$ cat src/rtl/aes_pkg.sv
// Shared definitions for the AES key schedule: key length codes, Nk/Nr, FSM states, Rcon seed.
// Latency: n/a (declarations only).
// Backpressure: n/a.
package aes_pkg;

    // key_len encodings presented with start
    typedef enum logic [1:0] {
        KL_128 = 2'b00,
        KL_192 = 2'b01,
        KL_256 = 2'b10,
        KL_RSV = 2'b11
    } key_len_e;

    typedef enum logic [1:0] {
        ST_IDLE = 2'b00,
        ST_GEN  = 2'b01,
        ST_OUT  = 2'b10
    } ks_state_e;

    // Key length in 32-bit words
    localparam logic [3:0] NK_128 = 4'd4;
    localparam logic [3:0] NK_192 = 4'd6;
    localparam logic [3:0] NK_256 = 4'd8;

    // Number of rounds (round keys are indexed 0..Nr)
    localparam logic [3:0] NR_128 = 4'd10;
    localparam logic [3:0] NR_192 = 4'd12;
    localparam logic [3:0] NR_256 = 4'd14;

    localparam logic [7:0] RCON_INIT = 8'h01;

    // Multiply by x in GF(2^8) with the AES reduction polynomial
    function automatic logic [7:0] xtime(input logic [7:0] b);
        return {b[6:0], 1'b0} ^ (b[7] ? 8'h1b : 8'h00);
    endfunction

endpackage

$ cat src/rtl/aes_sbox.sv
// Forward AES S-box, one byte.
// Latency: combinational.
// Backpressure: n/a.
// Ports: a - input byte; y - substituted byte.
module aes_sbox (
    input  logic [7:0] a,
    output logic [7:0] y
);

    // Row r holds entries 16r..16r+15; element 0 is the leftmost byte.
    localparam logic [0:255][7:0] SBOX = {
        128'h637c777bf26b6fc53001672bfed7ab76,
        128'hca82c97dfa5947f0add4a2af9ca472c0,
        128'hb7fd9326363ff7cc34a5e5f171d83115,
        128'h04c723c31896059a071280e2eb27b275,
        128'h09832c1a1b6e5aa0523bd6b329e32f84,
        128'h53d100ed20fcb15b6acbbe394a4c58cf,
        128'hd0efaafb434d338545f9027f503c9fa8,
        128'h51a3408f929d38f5bcb6da2110fff3d2,
        128'hcd0c13ec5f974417c4a77e3d645d1973,
        128'h60814fdc222a908846eeb814de5e0bdb,
        128'he0323a0a4906245cc2d3ac629195e479,
        128'he7c8376d8dd54ea96c56f4ea657aae08,
        128'hba78252e1ca6b4c6e8dd741f4bbd8b8a,
        128'h703eb5664803f60e613557b986c11d9e,
        128'he1f8981169d98e949b1e87e9ce5528df,
        128'h8ca1890dbfe6426841992d0fb054bb16
    };

    assign y = SBOX[a];

endmodule

$ cat src/rtl/aes_key_scheduler.sv
// AES-128/192/256 key expansion producing one 128-bit round key per valid/ready handshake.
// Latency: 4 cycles of word generation per round key, then held until accepted (5 cycles/key at full rate).
// Backpressure: rk_ready low in OUT freezes rk_data/rk_index/rk_last; generation resumes only after the handshake.
// Ports: clk, rst (async, active high); start/key_len/key_in sampled in IDLE; busy;
//        rk_valid/rk_ready/rk_data/rk_index/rk_last round-key stream; done pulses after the final key.
// Build option: define AES_KS_192_EN to accept key_len=01 (AES-192); otherwise it is rejected like 11.
module aes_key_scheduler
    import aes_pkg::*;
(
    input  logic         clk,
    input  logic         rst,
    input  logic         start,
    input  logic [1:0]   key_len,
    input  logic [255:0] key_in,
    output logic         busy,
    output logic         rk_valid,
    input  logic         rk_ready,
    output logic [127:0] rk_data,
    output logic [3:0]   rk_index,
    output logic         rk_last,
    output logic         done
);

    ks_state_e    state_q, state_d;

    logic [31:0]  key_w [8];    // latched cipher key, word 0 first
    logic [31:0]  win   [8];    // win[0] = w[wc-1], win[k] = w[wc-1-k]
    logic [127:0] rk_buf;
    logic [5:0]   wc;           // word counter, up to 4*(Nr+1)
    logic [2:0]   pos;          // wc mod Nk, tracked incrementally
    logic [3:0]   nk, nr;
    logic [3:0]   rk_idx;
    logic [7:0]   rcon;
    logic         done_q;

    logic         kl_legal;
    logic [3:0]   nk_sel, nr_sel;
    logic         start_ok, hs, gen;

    logic [31:0]  prev, old, rot_word, sub_in, sub_out, temp, w_new;
    logic [2:0]   old_idx;
    logic         use_key, at_rcon;

    // ---------------- key length decode ----------------
    always_comb begin
        kl_legal = 1'b0;
        nk_sel   = NK_128;
        nr_sel   = NR_128;
        case (key_len)
            KL_128: begin
                kl_legal = 1'b1;
                nk_sel   = NK_128;
                nr_sel   = NR_128;
            end
`ifdef AES_KS_192_EN
            KL_192: begin
                kl_legal = 1'b1;
                nk_sel   = NK_192;
                nr_sel   = NR_192;
            end
`endif
            KL_256: begin
                kl_legal = 1'b1;
                nk_sel   = NK_256;
                nr_sel   = NR_256;
            end
            default: kl_legal = 1'b0;
        endcase
    end

    assign start_ok = (state_q == ST_IDLE) && start && kl_legal;
    assign gen      = (state_q == ST_GEN);
    assign hs       = (state_q == ST_OUT) && rk_ready;

    // ---------------- outputs ----------------
    assign busy     = (state_q != ST_IDLE);
    assign rk_valid = (state_q == ST_OUT);
    assign rk_last  = rk_valid && (rk_idx == nr);
    assign rk_data  = rk_buf;
    assign rk_index = rk_idx;
    assign done     = done_q;

    // ---------------- FSM ----------------
    always_ff @(posedge clk or posedge rst) begin
        if (rst) begin
            state_q <= ST_IDLE;
        end else begin
            state_q <= state_d;
        end
    end

    always_comb begin
        state_d = state_q;
        case (state_q)
            ST_IDLE: if (start_ok) state_d = ST_GEN;
            // wc[1:0]==3 marks the fourth word of the current round key
            ST_GEN:  if (wc[1:0] == 2'b11) state_d = ST_OUT;
            ST_OUT:  if (rk_ready) state_d = rk_last ? ST_IDLE : ST_GEN;
            default: state_d = ST_IDLE;
        endcase
    end

    // ---------------- word expansion ----------------
    // nk-1 in three bits: 4->3, 6->5, 8->7 (8 wraps to 0 before the subtract)
    assign old_idx  = nk[2:0] - 3'd1;
    assign prev     = win[0];
    assign old      = win[old_idx];
    assign rot_word = {prev[23:0], prev[31:24]};
    assign at_rcon  = (pos == 3'd0);
    assign use_key  = (wc < {2'b00, nk});
    assign sub_in   = at_rcon ? rot_word : prev;

    for (genvar b = 0; b < 4; b++) begin : g_sbox
        aes_sbox u_sbox (
            .a (sub_in[8*b +: 8]),
            .y (sub_out[8*b +: 8])
        );
    end

    always_comb begin
        temp = prev;
        if (at_rcon) begin
            temp = sub_out ^ {rcon, 24'h000000};
        end else if ((nk == NK_256) && (pos == 3'd4)) begin
            // AES-256 only: extra SubWord half way through each 8-word group
            temp = sub_out;
        end
    end

    assign w_new = use_key ? key_w[wc[2:0]] : (old ^ temp);

    // ---------------- datapath state ----------------
    always_ff @(posedge clk or posedge rst) begin
        if (rst) begin
            for (int i = 0; i < 8; i++) begin
                key_w[i] <= '0;
                win[i]   <= '0;
            end
            rk_buf <= '0;
            wc     <= '0;
            pos    <= '0;
            nk     <= NK_128;
            nr     <= NR_128;
            rk_idx <= '0;
            rcon   <= RCON_INIT;
            done_q <= 1'b0;
        end else begin
            done_q <= hs && rk_last;

            if (start_ok) begin
                for (int i = 0; i < 8; i++) begin
                    key_w[i] <= key_in[255 - 32*i -: 32];
                end
                nk     <= nk_sel;
                nr     <= nr_sel;
                wc     <= '0;
                pos    <= '0;
                rk_idx <= '0;
                rcon   <= RCON_INIT;
            end

            if (gen) begin
                for (int i = 7; i > 0; i--) begin
                    win[i] <= win[i-1];
                end
                win[0] <= w_new;
                rk_buf <= {rk_buf[95:0], w_new};
                wc     <= wc + 6'd1;
                pos    <= ({1'b0, pos} == (nk - 4'd1)) ? 3'd0 : pos + 3'd1;
                if (!use_key && at_rcon) begin
                    rcon <= xtime(rcon);
                end
            end

            if (hs && !rk_last) begin
                rk_idx <= rk_idx + 4'd1;
            end
        end
    end

endmodule

$ cat config.mk
export PLATFORM = sky130hd
export DESIGN_NAME = aes_key_scheduler
export DESIGN_NICKNAME = d
export VERILOG_FILES = /design/src/rtl/aes_pkg.sv /design/src/rtl/aes_sbox.sv /design/src/rtl/aes_key_scheduler.sv
export SDC_FILE = /design/constraint.sdc
export NUM_CORES = 2
export LEC_CHECK = 0
export ABC_AREA = 0
export CELL_PAD_IN_SITES_DETAIL_PLACEMENT = 1
export CELL_PAD_IN_SITES_GLOBAL_PLACEMENT = 2
export CORE_UTILIZATION = 38
export CTS_BUF_LIST = sky130_fd_sc_hd__clkbuf_8
export DETAILED_ROUTE_END_ITERATION = 12
export GPL_TIMING_DRIVEN = 0
export HOLD_SLACK_MARGIN = 0.05
export PLACE_DENSITY = 0.94
export SKIP_CTS_REPAIR_TIMING = 1
export SYNTH_ARGS = -nofsm -noshare
export SYNTH_HDL_FRONTEND = slang
export SYNTH_SLANG_ARGS = --single-unit
$ cat constraint.sdc
create_clock -name clk -period 34.6 [get_ports clk]
set_input_delay 6.92 -clock clk [delete_from_list [all_inputs] [get_ports clk]]
set_output_delay 6.92 -clock clk [all_outputs]
set_load 0.01 [all_outputs]
* Word level (Yosys, flattened, before mapping)
Memories as Yosys holds them, arrays and structs flattened.
Index checks and enable logic that the tools add are counted.
** Storage, ports and cells
- ROM bits :: 8192
- Logic and storage cells :: 116
- Input port bits :: 262
- Flip-flop bits (word level) :: 672
- Output and inout port bits :: 136
- Memories kept :: 4
** Operators by class
- Order comparisons :: 7
- Equality and inequality tests :: 11
- Muxes and demuxes :: 37
- Reductions and logical operators :: 18
- Bitwise logic cells :: 9
- Add/subtract/negate cells :: 5
** Memory list
- (name not given) :: depth 256, bits a word 8, rd ports 1, clocked after memory_dff 0, write ports 0, line aes_sbox.sv:30 : assign y = SBOX[a];
- (name not given) :: depth 256, bits a word 8, rd ports 1, clocked after memory_dff 0, write ports 0, line aes_sbox.sv:30
- (name not given) :: depth 256, bits a word 8, rd ports 1, clocked after memory_dff 0, write ports 0, line aes_sbox.sv:30
- (name not given) :: depth 256, bits a word 8, rd ports 1, clocked after memory_dff 0, write ports 0, line aes_sbox.sv:30
** Operators by type and width (count)
- 2-to-1 mux 32 bit :: 8
- binary-select mux 32 bit (select 3 bit) :: 2
- 2-to-1 mux 8 bit :: 11
- XOR 32 bit :: 2
- greater-or-equal comparator 9 bit (second input constant) :: 4
- inverter 8 -> 9 bit :: 4
- 2-to-1 mux 3 bit :: 4
- 2-to-1 mux 4 bit :: 3
- 2-to-1 mux 6 bit :: 2
- greater-or-equal comparator 4 bit (second input constant) :: 2
- logical AND 1 bit :: 8
- inverter 3 -> 4 bit :: 2
- XOR 8 x 5 -> 8 bit :: 1
- adder 6 x 1 -> 6 bit (second input constant) :: 1
- == test 2 bit (second input constant) :: 3
- less-than comparator 6 x 4 -> 1 bit :: 1
- 2-to-1 mux 2 bit :: 3
- one-hot mux 2 bit (3 select lines) :: 1
- nonzero test 2 bit :: 3
- 2-to-1 mux 5 bit :: 1
- adder 4 x 1 -> 4 bit (second input constant) :: 1
- == test 3 x 4 -> 1 bit :: 1
- == test 4 bit :: 1
- == test 4 bit (second input constant) :: 1
- other kinds (13) :: 17

* Depth between registers and ports, before layout
- Word-level depth :: 10
- Depth in mapped cells :: 20
- Depth with buffers taken out :: 16

* Hierarchy
Synthesis repeated with hierarchy kept, for this count alone.
** Second synthesis, totals
- Cell total of the unflattened synthesis :: 4875
- Area total of the unflattened synthesis :: 38420.6 sq um
** Modules (own cells, without submodules)
- aes_key_scheduler :: sequential area each 13465.4 sq um, instances 1, cells an instance 2789, area each 25384.3 sq um
- aes_sbox at g_sbox[1].u_sbox ... :: sequential area each 0.0 sq um, instances 3, cells an instance 507, area each 3179.3 sq um
- aes_sbox at g_sbox[0].u_sbox :: sequential area each 0.0 sq um, instances 1, cells an instance 565, area each 3498.4 sq um

* Worst setup path after synthesis
Ideal clock, no wire load.
- Path type :: input to register
- Start :: input port key_len[0]
- End :: register key_w[0] (netlist bit)
- Stages :: 7
- Slack :: 26505 ps
- Arrival :: 7978 ps
- Required time :: 34483 ps
- Setup time :: 117 ps
- Cells stage by stage :: nand2b_1 or2_2 clkbuf_1 clkbuf_1 clkbuf_1 nand2_1 nand2_1
** Between the ends
- Word-level cells in the longest chain between the ends :: 4
- Elaborated cells between the ends (all ways) :: 5
- Classes of those cells :: 1 x eq/ne; 1 x mux; 3 x reduce/logical
** RTL lines
- start: declaration :: line aes_key_scheduler.sv:13 : input logic [1:0] key_len,
- == test 2 bit or logical NOT 2 bit (tied branches) :: line aes_key_scheduler.sv:49 : case (key_len)
- OR reduction 2 bit (no line) *
- 2-to-1 mux 1 bit * :: line aes_key_scheduler.sv:49
- logical AND 1 bit * :: line aes_key_scheduler.sv:71 : assign start_ok = (state_q == ST_IDLE) && start && kl_legal;
- end signal: indexed assignment :: line aes_key_scheduler.sv:152 : key_w[i] <= key_in[255 - 32*i -: 32];
- end: declaration :: line aes_key_scheduler.sv:26 : logic [31:0] key_w [8];
Every way passes the cells marked *; elsewhere a longest branch is shown, timed or not.
A chain may end at the register's enable or synchronous reset.

==> flow_summary.yaml <==
synth:
  syn-cell-area_um2: 39000
  synth_top_area_share_pct: 34.4
  yosys_warnings: 0
  yosysTopAreaCell: "dfrtp_1"
  synth-compound-area-share_pct: 22.0
  synth_ff_type: "dfrtp_1"
  ys_ff_latch: 538
  synth_top_family_by_area: "simple AND/OR/NAND/NOR gates"
  synth_edf_count: 0
  synthArstFlopShare_pct: 100
  yosysSeqAreaShare_pct: 34.5
  synthXorXnorAreaFrac_pct: 1.16
  ys_top_cells_by_area: "dfrtp_1 34%, nand2_1 16%, mux4_2 4.4%, buf_4 3.1%, mux2i_1 3.1%"
  yosys.cell_types.count: 105
  post-synth-top-count-cell: "nand2_1"
  avgSynthCellArea_um2: 7.81
  syn_nets: 5294
  synthCells: 4993
  synthTopCellsByCount: "1705 x nand2_1, 536 x dfrtp_1, 231 x clkbuf_1"
  synth-simple-area-share_pct: 23.5
  synthMuxAreaShare_pct: 8.87
  synthAdderAreaFrac_pct: 1.25
hold_path:
  min_to: "win[35]"
  hold_depth: 2
  hp-class: "flop to flop"
  holdCritStartpoint: "win[67]"
floorplanning:
  core_um2: 102000
  die_h_um: 322
  initial_core_util_pct: 38.3
  row_count: 117
  fp.dieW_um: 322
  io_pins: 398
  dieArea_um2: 104000
clock_network:
  h-tree-depth: 3
  cts_tree: "yes"
  clkTransAtPathRegs_ps: 70
  cts_sinks: 538
  clock-root-buffer: "clkbuf_8"
  cts_buffers: 83
  cts_buffer_depth: 3
  insertion_delay_ps: 730
setup_path:
  r2r_slack_ps: 28400
  cp.required_ps: 27680
  crit_fanout: 9
  crit_type: "flop to output pin"
  critPathLaunchType: "flop"
  r2r_cells: 15
  arrival_ps: 2360
  end_kind: "output pin"
  r2r-start: "prev[25]"
  reg2reg_to: "prev[6]"
timing:
  finalClockSkew_ps: 52.1
  rsz0062_at_grt: "no"
  relSlewSlack_pct: -3.22
  setup-tns-final_ps: 0
  setup_viol: 0
  timing.fmax_mhz: 108
  slew_violations: 10
  hold_viol_final: 0
  whs_ps: 468
  fin_crit_ps: 9280
  fin_crit_sh_pct: 26.8
  worst_pin_slew_ps: 1540
outcome:
  outcome: "finished, violations left"
  failed_checks: "capacitance limit, slew limit"
grt:
  antenna_found_initial: 7
  first_global_vias: 46500
  grt_use_total_pct: 44.6
  grt_max_degree: 132
  grt.overflow.total: 0
  grt_first_pass_wirelength_mm: 336
placed_design:
  io_buffers: 397
  routabilityCongestion: 1.11
  hpwl_mm: 176
run:
  cap_violations: 3
drt:
  drc: 0
  drt-wirelength-per-cell_um: 34.1
  final_antenna_net_count: 0
  wl_mm: 236
  drtIter0Drc: 6119
  drtPass1Iterations: 7
  viasPerCell: 6.62
  num_vias: 45800
cells_and_area:
  fillerInstances: 12500
  layout.nets: 5783
  multi_input_area_um2: 22200
  drive_above_1_share_pct: 11.5
  final_core_util_pct: 45.8
  syn_to_final_growth_pct: 19.5
  seqCellArea_um2: 13500
registers in the layout (all words and copies together) (netlist names), 2 cells and up:
name and count:
rk_data 3, key_w 256, pos 3, prev 31, rk_index 4, win 222
rcon 8, state_q 2, wc 6
per-layer routing:
metal	GRT usage (%)	wire, µm	part of all wire [%]	up-vias
li1	-	-	-	18600
met1	54.3	87800	37	22900
met2	67.8	102000	43	3421
met3	15.7	29300	12	948
met4	26.8	16600	7.0	6
met5	0	68	0.029	-
per-stage QoR:
step,std cells,cell area (µm²),setup slack [ps]
after floorplan,4993,39000,12650
final,6919,46600,25320
after detailed placement,6764,44900,24850
after global placement,6758,44700,5920
after CTS,6914,46600,25340
after global routing,6916,46600,25300
cells in the final DEF (no fill, tap or decap), types with 22 or more instances in the layout:
cell type           n
nand2_1          1705
dfrtp_1           536
clkdlybuf4s50_1   397
clkbuf_1          231
o21ai_0           230
nor2_1            215
a21oi_1           196
buf_4             165
buf_2             152
mux2i_1           119
clkbuf_8          113
nor3_1            110
nand3_1            94
o211ai_1           90
a211oi_1           79
mux4_2             76
a31oi_1            74
inv_1              67
o311ai_0           55
a311oi_1           46
xnor2_1            42
o221ai_1           42
ha_1               39
buf_1              36
o22ai_1            33
o31ai_1            31
mux2_2             28
o2111ai_1          28
a221oi_1           27
o21ai_1            25
a22oi_1            24
o32ai_1            22
worst max-delay path by stage:
stage,from,end,cells after the start
after floorplan,rst,done,1
after global placement,rst,win[169],2
after detailed placement,key_len[0],key_w[214],7
after CTS,prev[6],rk_data[6],2
after global routing,prev[6],rk_data[6],2
final,prev[6],rk_data[6],2
cell families (layout without fill, tap and decap cells):
| group | Yosys count | after routing |
|---|---|---|
| multiplexers | 239 | 239 |
| buffers and inverters | 648 | 1202 |
| AND/OR/NAND/NOR | 2257 | 2257 |
| flip-flops | 538 | 538 |
| adder cells (fa/ha/maj) | 39 | 39 |
| other | 0 | 4 |
| XOR/XNOR | 51 | 51 |
| AO/OA/AOI/OAI | 1221 | 1221 |
worst max-delay path, stage by stage, from the launching register on:
cell and delay (ps):
dfrtp_1 910, buf_4 220, clkdlybuf4s50_1 520
cell type report:
| cell class | instances | share of cell area [%] |
|---|---|---|
| sequential | 538 | 28.9 |
| timing repair buffer | 404 | 8.85 |
| clock inverter | 37 | 0.429 |
| inverter | 50 | 0.419 |
| tap | 1368 | 3.67 |
| clock buffer | 113 | 3.34 |
| multi-input combinational | 3807 | 47.6 |
| buffer | 598 | 6.83 |
| antenna | 4 | 0.0215 |
Power is not shown: default switching activity piles up to over one toggle a cycle in this logic, so the estimate is an artifact.
